==> config.mk <==
export PLATFORM = sky130hd
export DESIGN_NAME = uart_tx_sched
export DESIGN_NICKNAME = d
export VERILOG_FILES = /design/src/rtl/uart_sched_pkg.sv /design/src/rtl/uart_echo_fifo.sv /design/src/rtl/uart_tx_sched.sv
export SDC_FILE = /design/constraint.sdc
export NUM_CORES = 1
export LEC_CHECK = 0
export CORE_MARGIN = 8
export CORE_UTILIZATION = 45
export DETAILED_ROUTE_END_ITERATION = 12
export PLACE_DENSITY = 0.74
export SLEW_MARGIN = 20
export SYNTH_ARGS = -nofsm -noshare
export SYNTH_HDL_FRONTEND = slang
export SYNTH_HIERARCHICAL = 1
export SYNTH_SLANG_ARGS = --single-unit
export TNS_END_PERCENT = 20
==> constraint.sdc <==
create_clock -name clk -period 3.4 [get_ports clk]
set_input_delay 0.68 -clock clk [delete_from_list [all_inputs] [get_ports clk]]
set_output_delay 0.68 -clock clk [all_outputs]
set_load 0.02 [all_outputs]
==> src/rtl/uart_sched_pkg.sv <==
// rtl/uart_sched_pkg.sv - shared states, source ids and widths for the UART transmit scheduler
// Used by uart_tx_sched and, when UART_SCHED_ECHO_EN is defined, uart_echo_fifo.
package uart_sched_pkg;

   localparam int BYTE_W          = 8;
   localparam int FRAME_BYTES_DEF = 36;

   typedef enum logic [1:0] {
      IDLE,
      ISSUE,
      WAIT_BUSY,
      WAIT_IDLE
   } sched_state_t;

   typedef enum logic {
      SRC_ECHO,
      SRC_FRAME
   } sched_src_t;

endpackage

==> src/rtl/uart_echo_fifo.sv <==
// rtl/uart_echo_fifo.sv - small synchronous byte FIFO holding received bytes awaiting echo
// Compiled only when UART_SCHED_ECHO_EN is defined; a pop frees room for a same-cycle push.
`ifdef UART_SCHED_ECHO_EN
module uart_echo_fifo
   import uart_sched_pkg::*;
#(
   parameter int DEPTH = 4,
   parameter int WIDTH = BYTE_W
) (
   input  logic             clk,
   input  logic             reset,
   input  logic             push,
   input  logic [WIDTH-1:0] push_data,
   input  logic             pop,
   output logic [WIDTH-1:0] pop_data,
   output logic             full,
   output logic             empty
);

   localparam int AW = $clog2(DEPTH);

   logic [WIDTH-1:0] mem_q [DEPTH];
   logic [WIDTH-1:0] mem_d [DEPTH];
   logic [AW:0]      wr_q, wr_d, rd_q, rd_d;
   logic             push_ok, pop_ok;

   // Pointers carry one extra wrap bit so full and empty are distinguishable.
   assign empty    = (wr_q == rd_q);
   assign full     = (wr_q[AW] != rd_q[AW]) && (wr_q[AW-1:0] == rd_q[AW-1:0]);
   assign pop_ok   = pop & ~empty;
   assign push_ok  = push & (~full | pop_ok);
   assign pop_data = mem_q[rd_q[AW-1:0]];

   always_comb begin
      mem_d = mem_q;
      wr_d  = wr_q;
      rd_d  = rd_q;
      if (push_ok) begin
         mem_d[wr_q[AW-1:0]] = push_data;
         wr_d                = wr_q + (AW+1)'(1);
      end
      if (pop_ok) begin
         rd_d = rd_q + (AW+1)'(1);
      end
   end

   always_ff @(posedge clk) begin
      if (!reset) begin
         mem_q <= '{default: '0};
         wr_q  <= '0;
         rd_q  <= '0;
      end else begin
         mem_q <= mem_d;
         wr_q  <= wr_d;
         rd_q  <= rd_d;
      end
   end

endmodule
`endif

==> src/rtl/uart_tx_sched.sv <==
// rtl/uart_tx_sched.sv - byte scheduler sharing one UART transmitter between echo bytes and frame dumps
// Echo FIFO and round-robin arbitration exist only when UART_SCHED_ECHO_EN is defined.
module uart_tx_sched
   import uart_sched_pkg::*;
#(
   parameter int FRAME_BYTES = FRAME_BYTES_DEF,
   parameter int ECHO_DEPTH  = 4,
   parameter int BUSY_TO     = 16
) (
   input  logic                          clk,
   input  logic                          reset,
   input  logic                          rdsig,
   input  logic [BYTE_W-1:0]             rxdata,
   input  logic                          fill_finish,
   input  logic [FRAME_BYTES*BYTE_W-1:0] fifo_data,
   input  logic                          tx_idle,
   output logic                          wrsig,
   output logic [BYTE_W-1:0]             dataout,
   output logic                          frame_busy,
   output logic                          frame_done,
   output logic                          frame_ovf,
   output logic                          echo_ovf
);

   localparam int IDX_W = $clog2(FRAME_BYTES);
   localparam int TO_W  = $clog2(BUSY_TO + 1);
   localparam logic [IDX_W-1:0] LAST_IDX = IDX_W'(FRAME_BYTES - 1);
   localparam logic [TO_W-1:0]  TO_LAST  = TO_W'(BUSY_TO - 1);

   sched_state_t state_q, state_d;
   sched_src_t   src_q, src_d, last_q, last_d;
   logic [FRAME_BYTES-1:0][BYTE_W-1:0] shadow_q, shadow_d;
   logic [IDX_W-1:0]  idx_q, idx_d;
   logic [TO_W-1:0]   to_q, to_d;
   logic [BYTE_W-1:0] dataout_q, dataout_d;
   logic              frame_busy_q, frame_busy_d;
   logic              frame_done_q, frame_done_d;
   logic              frame_ovf_q, frame_ovf_d;
   logic              echo_req, echo_pop, pick_echo, byte_sent;
   logic [BYTE_W-1:0] echo_byte, frame_byte;

`ifdef UART_SCHED_ECHO_EN
   logic echo_full, echo_empty, echo_ovf_q, echo_ovf_d;

   uart_echo_fifo #(
      .DEPTH (ECHO_DEPTH),
      .WIDTH (BYTE_W)
   ) u_echo_fifo (
      .clk       (clk),
      .reset     (reset),
      .push      (rdsig),
      .push_data (rxdata),
      .pop       (echo_pop),
      .pop_data  (echo_byte),
      .full      (echo_full),
      .empty     (echo_empty)
   );

   assign echo_req = ~echo_empty;
   assign echo_ovf = echo_ovf_q;

   always_comb begin
      echo_ovf_d = echo_ovf_q | (rdsig & echo_full & ~echo_pop);
   end

   always_ff @(posedge clk) begin
      if (!reset) begin
         echo_ovf_q <= 1'b0;
      end else begin
         echo_ovf_q <= echo_ovf_d;
      end
   end
`else
   logic unused_echo;

   assign unused_echo = ^{rdsig, rxdata, echo_pop, 32'(ECHO_DEPTH)};
   assign echo_req    = 1'b0;
   assign echo_byte   = '0;
   assign echo_ovf    = 1'b0;
`endif

   // Byte 0 of a frame is the most significant byte of fifo_data.
   assign frame_byte = shadow_q[LAST_IDX - idx_q];

   always_comb begin
      state_d      = state_q;
      src_d        = src_q;
      last_d       = last_q;
      shadow_d     = shadow_q;
      idx_d        = idx_q;
      to_d         = to_q;
      dataout_d    = dataout_q;
      frame_busy_d = frame_busy_q;
      frame_done_d = 1'b0;
      frame_ovf_d  = frame_ovf_q;
      echo_pop     = 1'b0;
      pick_echo    = 1'b0;
      byte_sent    = 1'b0;

      unique case (state_q)
         IDLE: begin
            if (tx_idle && (echo_req || frame_busy_q)) begin
               pick_echo = echo_req && (!frame_busy_q || last_q == SRC_FRAME);
               if (pick_echo) begin
                  echo_pop  = 1'b1;
                  dataout_d = echo_byte;
                  src_d     = SRC_ECHO;
               end else begin
                  dataout_d = frame_byte;
                  src_d     = SRC_FRAME;
               end
               last_d  = src_d;
               state_d = ISSUE;
            end
         end
         ISSUE: begin
            to_d    = '0;
            state_d = WAIT_BUSY;
         end
         WAIT_BUSY: begin
            // A transmitter that never reports busy must not stall the scheduler.
            if (!tx_idle) begin
               state_d = WAIT_IDLE;
            end else if (to_q == TO_LAST) begin
               state_d   = IDLE;
               byte_sent = 1'b1;
            end else begin
               to_d = to_q + TO_W'(1);
            end
         end
         WAIT_IDLE: begin
            if (tx_idle) begin
               state_d   = IDLE;
               byte_sent = 1'b1;
            end
         end
         default: state_d = IDLE;
      endcase

      if (byte_sent && src_q == SRC_FRAME) begin
         if (idx_q == LAST_IDX) begin
            frame_done_d = 1'b1;
            frame_busy_d = 1'b0;
            idx_d        = '0;
         end else begin
            idx_d = idx_q + IDX_W'(1);
         end
      end

      if (fill_finish) begin
         if (frame_busy_q) begin
            frame_ovf_d = 1'b1;
         end else begin
            shadow_d     = fifo_data;
            frame_busy_d = 1'b1;
            idx_d        = '0;
         end
      end
   end

   always_ff @(posedge clk) begin
      if (!reset) begin
         state_q      <= IDLE;
         src_q        <= SRC_ECHO;
         last_q       <= SRC_ECHO;
         shadow_q     <= '0;
         idx_q        <= '0;
         to_q         <= '0;
         dataout_q    <= '0;
         frame_busy_q <= 1'b0;
         frame_done_q <= 1'b0;
         frame_ovf_q  <= 1'b0;
      end else begin
         state_q      <= state_d;
         src_q        <= src_d;
         last_q       <= last_d;
         shadow_q     <= shadow_d;
         idx_q        <= idx_d;
         to_q         <= to_d;
         dataout_q    <= dataout_d;
         frame_busy_q <= frame_busy_d;
         frame_done_q <= frame_done_d;
         frame_ovf_q  <= frame_ovf_d;
      end
   end

   assign wrsig      = (state_q == ISSUE);
   assign dataout    = dataout_q;
   assign frame_busy = frame_busy_q;
   assign frame_done = frame_done_q;
   assign frame_ovf  = frame_ovf_q;

endmodule

### Word level (Yosys, flattened, before mapping)

Index checks and enable logic that the tools add are counted.

| word-level totals | value |
|---|---|
| register bits | 313 |
| input bits | 301 |
| output and inout bits | 13 |

| cells by class | value |
|---|---|
| add/sub/neg operators | 3 |
| magnitude comparators | 1 |
| equal/unequal tests | 10 |
| muxes and demuxes | 23 |
| bitwise operators | 1 |
| reductions and logical operators | 10 |

Operators by type and width:

| kind | number |
|---|---|
| binary-select mux 8 bit (select 6 bit) | 1 |
| 2-to-1 mux 6 bit | 4 |
| 2-to-1 mux 5 bit | 2 |
| one-hot mux 5 bit (2 select lines) | 1 |
| 2-to-1 mux 1 bit | 8 |
| 2-to-1 mux 2 bit | 4 |
| 2-to-1 mux 8 bit | 1 |
| != test 2 bit, second input constant | 4 |
| one-hot mux 2 bit (4 select lines) | 1 |
| AND reduction 2 bit | 4 |
| < comparator 6 x 7 -> 1 bit, second input constant | 1 |
| adder 6 x 1 -> 6 bit, second input constant | 1 |
| == test 6 bit, second input constant | 1 |
| AND reduction 3 bit | 2 |
| subtractor 6 bit, first input constant | 1 |
| adder 5 x 1 -> 5 bit, second input constant | 1 |
| == test 5 x 4 -> 1 bit, second input constant | 1 |
| == test 2 bit, second input constant | 2 |
| != test 3 bit, second input constant | 1 |
| == test 2 x 1 -> 1 bit, second input constant | 1 |
| logical AND 1 bit | 2 |
| logical NOT 2 bit | 1 |
| one-hot mux 1 bit (2 select lines) | 1 |
| nonzero test 2 bit | 1 |
| inverter 1 bit | 1 |

### Depth between registers and ports, before layout

Gate-level depths: netlist (run 1).

| depth | value |
|---|---|
| depth after elaboration | 8 |
| depth in mapped cells | 9 |

### Worst setup path before layout (run 1)

Ideal clock, no wire load.

| timing path | value |
|---|---|
| path type | flip-flop to flip-flop |
| from | register idx_q[2] |
| to | register dataout_q[5], in the netlist dataout[5] |
| library setup time | 0.117 ns |
| arrival | 1.872 ns |
| data required time | 3.283 ns |
| slack | 1.412 ns |
| stages on the path, launching flop included | 10 |
| clock period less this slack | 1.988 ns |
| cell sequence | dfxtp_1 buf_2 inv_1 ha_1 xor2_1 and2_1 buf_2 nand3_1 nand4_1 a22o_1 |

| between the ends | value |
|---|---|
| longest elaborated chain between the ends | 3 |

Ends and longest elaborated chain:

| what | RTL line | text |
|---|---|---|
| start: declaration | uart_tx_sched.sv:33 | `logic [IDX_W-1:0] idx_q, idx_d;` |
| start signal: assignment | uart_tx_sched.sv:178 | `idx_q <= idx_d;` |
| subtractor 6 bit | uart_tx_sched.sv:83 | `assign frame_byte = shadow_q[LAST_IDX - idx_q];` |
| binary-select mux 8 bit (select 6 bit) | uart_tx_sched.sv:83 |  |
| 2-to-1 mux 8 bit (not written as such) | uart_tx_sched.sv:83 |  |
| end signal: assignment | uart_tx_sched.sv:180 | `dataout_q <= dataout_d;` |
| end: declaration | uart_tx_sched.sv:35 | `logic [BYTE_W-1:0] dataout_q, dataout_d;` |

No other way between the ends. The select of a mux whose other input is x is not followed.
A chain may end at the register's enable or synchronous reset.

### Worst setup path in the final report (run 1)

| timing path | value |
|---|---|
| from | register idx_q[2] |
| to | register dataout_q[3], in the netlist dataout[3] |

Same word-level chain as after synthesis.

==> flow_summary.ini, run 1 <==
[final_layout]
n_fill_cell = 2580
fin_nets = 2219
drive_gt1_share_pct = 4.86
synthToLayoutAreaGrowth_pct = 33.0

[detailed_routing]
highest_layer = met5
drt_iter0_markers = 1013
met3_length_um = 2890
drc_errors = 0
final_antenna_net_count = 0
totalWireLength_um = 42300
avgViaCountPerCell = 5.34
drtPass1Iterations = 5
wl_met2_um = 19600
wire_per_inst_um = 18.2
num_vias = 12400
wl_met1_um = 18400

[floorplanning]
dieArea_um2 = 35600
core_um2 = 29500
io_pins = 314
start_util_pct = 45.5
dieWidth_um = 189
die_h_um = 189
num_rows = 63

[yosys]
synth_top_area_share_pct = 46.7
synth-seq-area-share_pct = 46.7
ys_ff_latch = 313
netlist_area_um2 = 13400
synthesis.nets = 1981
yosysWarningCount = 6
synth.distinct_cells = 35
avgSynthCellArea_um2 = 8.01
synth_area_leaders = dfxtp_1 47%, nand2_1 17%, a21oi_1 11%
yosysTopAreaCell = dfxtp_1
syn_inst = 1675

[sta]
worstMarginPinSlew_ns = 0.988
max_freq_ghz = 0.383
rsz0062_at_grt = no
finalHoldViolCount = 0
post-route-period-util_pct = 76.8
fin_tns_setup_ns = 0
slew_headroom_pct = 34.1
setup_slack_ns = 0.787
fin_crit_ns = 2.61
finalSetupViolations = 0
skew_ns = 0.0178
drv_slew = 0

[worst_setup_path]
path_cells = inv_1 > ha_1 > nor2b_1 > a22oi_1 > nand4_1 > nand4_1 > a22o_1
cp-start-kind = flip-flop
slowest_stage = ha_1
cp-end-kind = flip-flop
cp_top_family = adder cells
crit_fanout = 16
required_ns = 3.79
crit_top_cell = nand4_1
path_class = flip-flop to flip-flop
cp_num_buf_inv = 1
worstPathArrival_ns = 3.00
slowest_delay_ns = 0.66

[placement]
dp_slack_ns = 0.637
portBuffers = 303
gp_congestion = 0.819
dpl.hpwl_um = 30400

[grt]
grt_pass1_vias = 12100
grt_max_degree = 166
grt_remaining_overflow = 0
grt_antenna_before_repair = 2
grt_usage_pct = 22.7
grt_pass1_wl_um = 65500

[clocking]
postCtsSetupBuffers = 0
cts_resized = 0
cts_tree = yes
cts_buffer_depth = 3
cts_buffers = 35
insertion_delay_ns = 0.51
cts_hold_buf = 0
clock-sinks = 313
cts.clk_slew.worst_paths_ns = 0.06
cts_htree_levels = 2
root_buffer = clkbuf_16

[pwr]
pwr_density_cell_nw_per_um2 = 487
p_leak_nw = 6.43
ir_drop_mv = 0.260

[run_status]
status = finished, final reports clean

[min_path]
hold_path.class = flip-flop to flip-flop

[run]
maxCapViolations = 0
-- synth_stat cells (all sizes together) --
master / n
buf: 64
nor3: 2
inv: 5
a22o: 7
nand3: 24
a22oi: 52
o22ai: 1
xnor2: 6
nand2: 613
and2: 4
nor2: 25
a21oi: 306
conb: 1
mux4: 16
nand2b: 7
nor2b: 7
a31oi: 1
xor2: 5
ha: 5
o2111a: 1
and3: 6
dfxtp: 313
nor4: 3
clkbuf: 66
mux2i: 113
o21ai: 9
nand4: 11
a32o: 1
nand4b: 1
-- tightest hold or removal path: stages (launching register included) --
cell,delay (ns)
dfxtp_1,0.30
nand2_1,0.05
a21oi_1,0.05
-- per-stage QoR --
stage / power, mW / hold WS, ns / area [um^2] / util (%) / instances
6_report: 8.69 / 0.451 / 17800 / 60.5 / 2324
5_1_grt: 9.04 / 0.468 / 17800 / 60.5 / 2324
4_1_cts: 8.75 / 0.452 / 17800 / 60.5 / 2323
3_5_place_dp: 5.09 / 0.445 / 16700 / 56.7 / 2266
3_3_place_gp: 5.06 / 0.438 / 16700 / 56.7 / 2266
2_1_floorplan: 4.55 / 0.432 / 13400 / - / 1675
-- layer usage --
layer,up-vias,GRT usage [%]
met4,2,8.24
met2,419,36.5
met5,-,0
met1,5806,29.4
li1,6105,-
met3,84,4.95
-- placed cells by master, fill, tap and decap left out, types with 3 or more instances in the layout --
cell type / count
buf_4: 16
a21oi_1: 306
mux4_2: 8
clkbuf_1: 7
mux4_1: 8
clkbuf_8: 4
nor2_1: 24
nand4_1: 11
ha_1: 5
xnor2_1: 6
nor4_1: 3
xor2_1: 5
and3_1: 6
nand2b_1: 6
and2_1: 4
clkinv_2: 5
nand3_1: 24
a22o_1: 7
clkbuf_16: 39
nor2b_1: 4
buf_12: 12
o21ai_0: 9
inv_1: 4
dfxtp_1: 311
mux2i_1: 113
clkdlybuf4s50_1: 303
a22oi_1: 52
nand2_1: 613
-- cell type report --
class	count	area [um^2]	area share [%]
Timing Repair Buffer	331	3390	19.0
Clock buffer	50	1060	5.93
Inverter	5	26.3	0.147
Multi-Input combinational cell	1227	6540	36.7
Sequential cell	313	6270	35.2
Antenna cell	1	2.50	0.0140
Tap cell	390	488	2.73
Clock inverter	7	62.6	0.351
-- path summary, 6_finish.rpt --
path / startpoint / slack, ns / endpoint / cells past startpoint
min reg2reg: shadow_q[258] / 0.45 / shadow_q[258] / 2
max: idx_q[2] / 0.79 / dataout[3] / 7
max reg2reg: idx_q[2] / 0.79 / dataout[3] / 7
min: shadow_q[258] / 0.45 / shadow_q[258] / 2
-- where the power goes --
group | internal (mW) | total [mW] | switching (mW)
sequential | 3.88 | 3.99 | 0.108
combinational | 0.528 | 1.03 | 0.499
clock | 2.23 | 3.67 | 1.44
-- cell families (layout without fill, tap and decap cells) --
family	after synthesis	after routing	share of synthesized area [%]
buf+inv	135	393	4.73
simple gates	703	703	20.7
compound gates	378	378	15.4
other cells	1	2	0.0279
flops	313	313	46.7
fa+ha+maj	5	5	0.466
xor+xnor	11	11	0.718
mux	129	129	11.3
-- flip-flops by register name (all words and copies together) (netlist names) --
| name | cells |
|---|---|
| dataout | 8 |
| to_q | 5 |
| shadow_q | 288 |
| idx_q | 6 |
| src_q | 1 |
| frame_done | 1 |
| state_q | 2 |
| frame_ovf | 1 |
| frame_busy | 1 |
Note: power is estimated with default switching activity, not from simulation.
==> run 2: changes to the inputs <==
- clock period: 3.4 -> 2.7 ns (I/O delays scaled with it)
==> run 2 against run 1 <==
Sequential share of layout area decreased by 0.51 points. Non-clock buffer count up 16. First-iteration DRC count up 1.3%. Clock power up 30%. Clock-buffer cell count grew 2. Wire length grew 1.3%. Core utilization is 0.90 points higher. Die area unchanged. Register-to-register slack worse by 0.41 ns. Total power rose by 28%. Sequential cell count did not move. Critical path type is now flip-flop to output pin.
==> flow_summary.ini, run 2 (same netlist as run 1, synthesis figures left out) <==
[floorplanning]
dieWidth_um = 189
start_util_pct = 45.5
num_rows = 63
die_h_um = 189
dieArea_um2 = 35600
io_pins = 314
core_um2 = 29500

[clocking]
clock-sinks = 313
insertion_delay_ns = 0.51
cts_htree_levels = 2
cts_buffer_depth = 3
root_buffer = clkbuf_16
cts_hold_buf = 0
postCtsSetupBuffers = 0
cts_resized = 0
cts_buffers = 35
cts_tree = yes
cts.clk_slew.worst_paths_ns = 0.06

[final_layout]
fin_nets = 2235
final_common_cell = nand2_1
synthToLayoutAreaGrowth_pct = 34.9
largest_register_ffs = 288
regMostFlops = shadow_q
final_cell_mix = 613 x nand2_1, 311 x dfxtp_1, 306 x a21oi_1
drive_gt1_share_pct = 6.04

[grt]
grt_usage_pct = 23.0
grt_antenna_before_repair = 3
grt_pass1_wl_um = 66700
grt_pass1_vias = 12500
grt_remaining_overflow = 0
grt_max_degree = 118

[worst_setup_path]
slowest_stage = clkdlybuf4s50_1
crit_fanout = 7
worstPathArrival_ns = 1.89
path_class = flip-flop to output pin
cp-start-kind = flip-flop
path_cells = nand2b_1 > inv_1 > clkdlybuf4s50_1
cp-end-kind = output pin
cp_num_buf_inv = 2
required_ns = 2.16
cp_top_family = buffers and inverters
slowest_delay_ns = 0.61

[pwr]
combPwrFrac_pct = 12.0
p_leak_nw = 6.58
switching_share_pct = 23.9
ir_drop_mv = 0.336
seqPwrFrac_pct = 45.1
pwr_density_cell_nw_per_um2 = 614
p_sw_mw = 2.66
power.internal_mw = 8.47
clkPwrFrac_pct = 42.9

[detailed_routing]
avgViaCountPerCell = 5.38
final_antenna_net_count = 0
drt_iter0_markers = 1026
drc_errors = 0
wire_per_inst_um = 18.3
num_vias = 12600
drtPass1Iterations = 6
totalWireLength_um = 42900

[sta]
finalHoldViolCount = 0
slew_headroom_pct = 63.7
rsz0062_at_grt = no
skew_ns = 0.0173
drv_slew = 0
worstMarginPinSlew_ns = 0.543
fin_crit_ns = 2.43
finalSetupViolations = 0
max_freq_ghz = 0.411
post-route-period-util_pct = 90.2
fin_tns_setup_ns = 0
setup_slack_ns = 0.266

[placement]
gp_congestion = 0.840
dpl.hpwl_um = 30900
portBuffers = 303
dp_slack_ns = 0.356

[min_path]
hold_path.class = flip-flop to flip-flop

[run]
maxCapViolations = 0

[run_status]
status = finished, final reports clean
==> run 2: cell count changes in the layout (fill, tap and decap cells not counted), sizes merged <==
| cell | change |
|---|---|
| buf | +16 |
| clkbuf | +2 |
| clkinv | +3 |
| diode | +1 |
==> run 2: final timing paths <==
| check | slack [ns] | to | cells after the start | from |
|---|---|---|---|---|
| worst min register to register | 0.45 | shadow_q[44] | 2 | shadow_q[44] |
| worst max register to register | 0.38 | dataout[3] | 7 | idx_q[2] |
| worst max-delay path | 0.27 | wrsig | 3 | state_q[1] |
| worst min-delay path | 0.45 | shadow_q[44] | 2 | shadow_q[44] |
==> run 2: per-stage QoR <==
stage	instance area (um^2)	util, %	hold slack [ns]	power, mW	cells
6_report	18100	61.4	0.451	11.1	2346
5_1_grt	18100	61.4	0.468	11.5	2346
4_1_cts	18100	61.4	0.454	11.2	2344
3_5_place_dp	16900	57.4	0.445	6.44	2282
3_3_place_gp	16900	57.4	0.438	6.41	2282
2_1_floorplan	13400	-	0.432	5.73	1675
==> run 2: worst register-to-register path, cell delays in order (launching register included) <==
cell	delay (ns)
dfxtp_1	0.31
inv_1	0.20
ha_1	0.31
xor2_1	0.48
and2_1	0.46
nand3_1	0.19
nand4_1	0.17
a22o_1	0.15
==> run 2: cell type report <==
cell class / instances / area [um^2]
diodes: 2 / 5.00
clock buffers: 52 / 1090
clock inverters: 10 / 81.3
fillers: 2549 / 11400
inverters: 5 / 26.3
multi-input cells: 1227 / 6540
flip-flops and latches: 313 / 6270
well taps: 390 / 488
repair buffers: 347 / 3600
==> run 2: power by group through the flow <==
stage	logic [mW]	clock network (mW)	registers (mW)
floorplan	0.642	0	5.09
global placement	1.30	0	5.10
detailed placement	1.32	0	5.12
CTS	1.34	4.84	5.02
global route	1.46	5.03	5.05
finish	1.33	4.77	5.02
==> run 2: routing by layer <==
| layer | vias up | GRT usage, % | wire [um] |
|---|---|---|---|
| li1 | 6154 | - | - |
| met1 | 5970 | 29.2 | 18400 |
| met2 | 434 | 38.5 | 20500 |
| met3 | 68 | 5.05 | 2870 |
| met4 | 2 | 7.40 | 1090 |
| met5 | - | 0 | 10 |
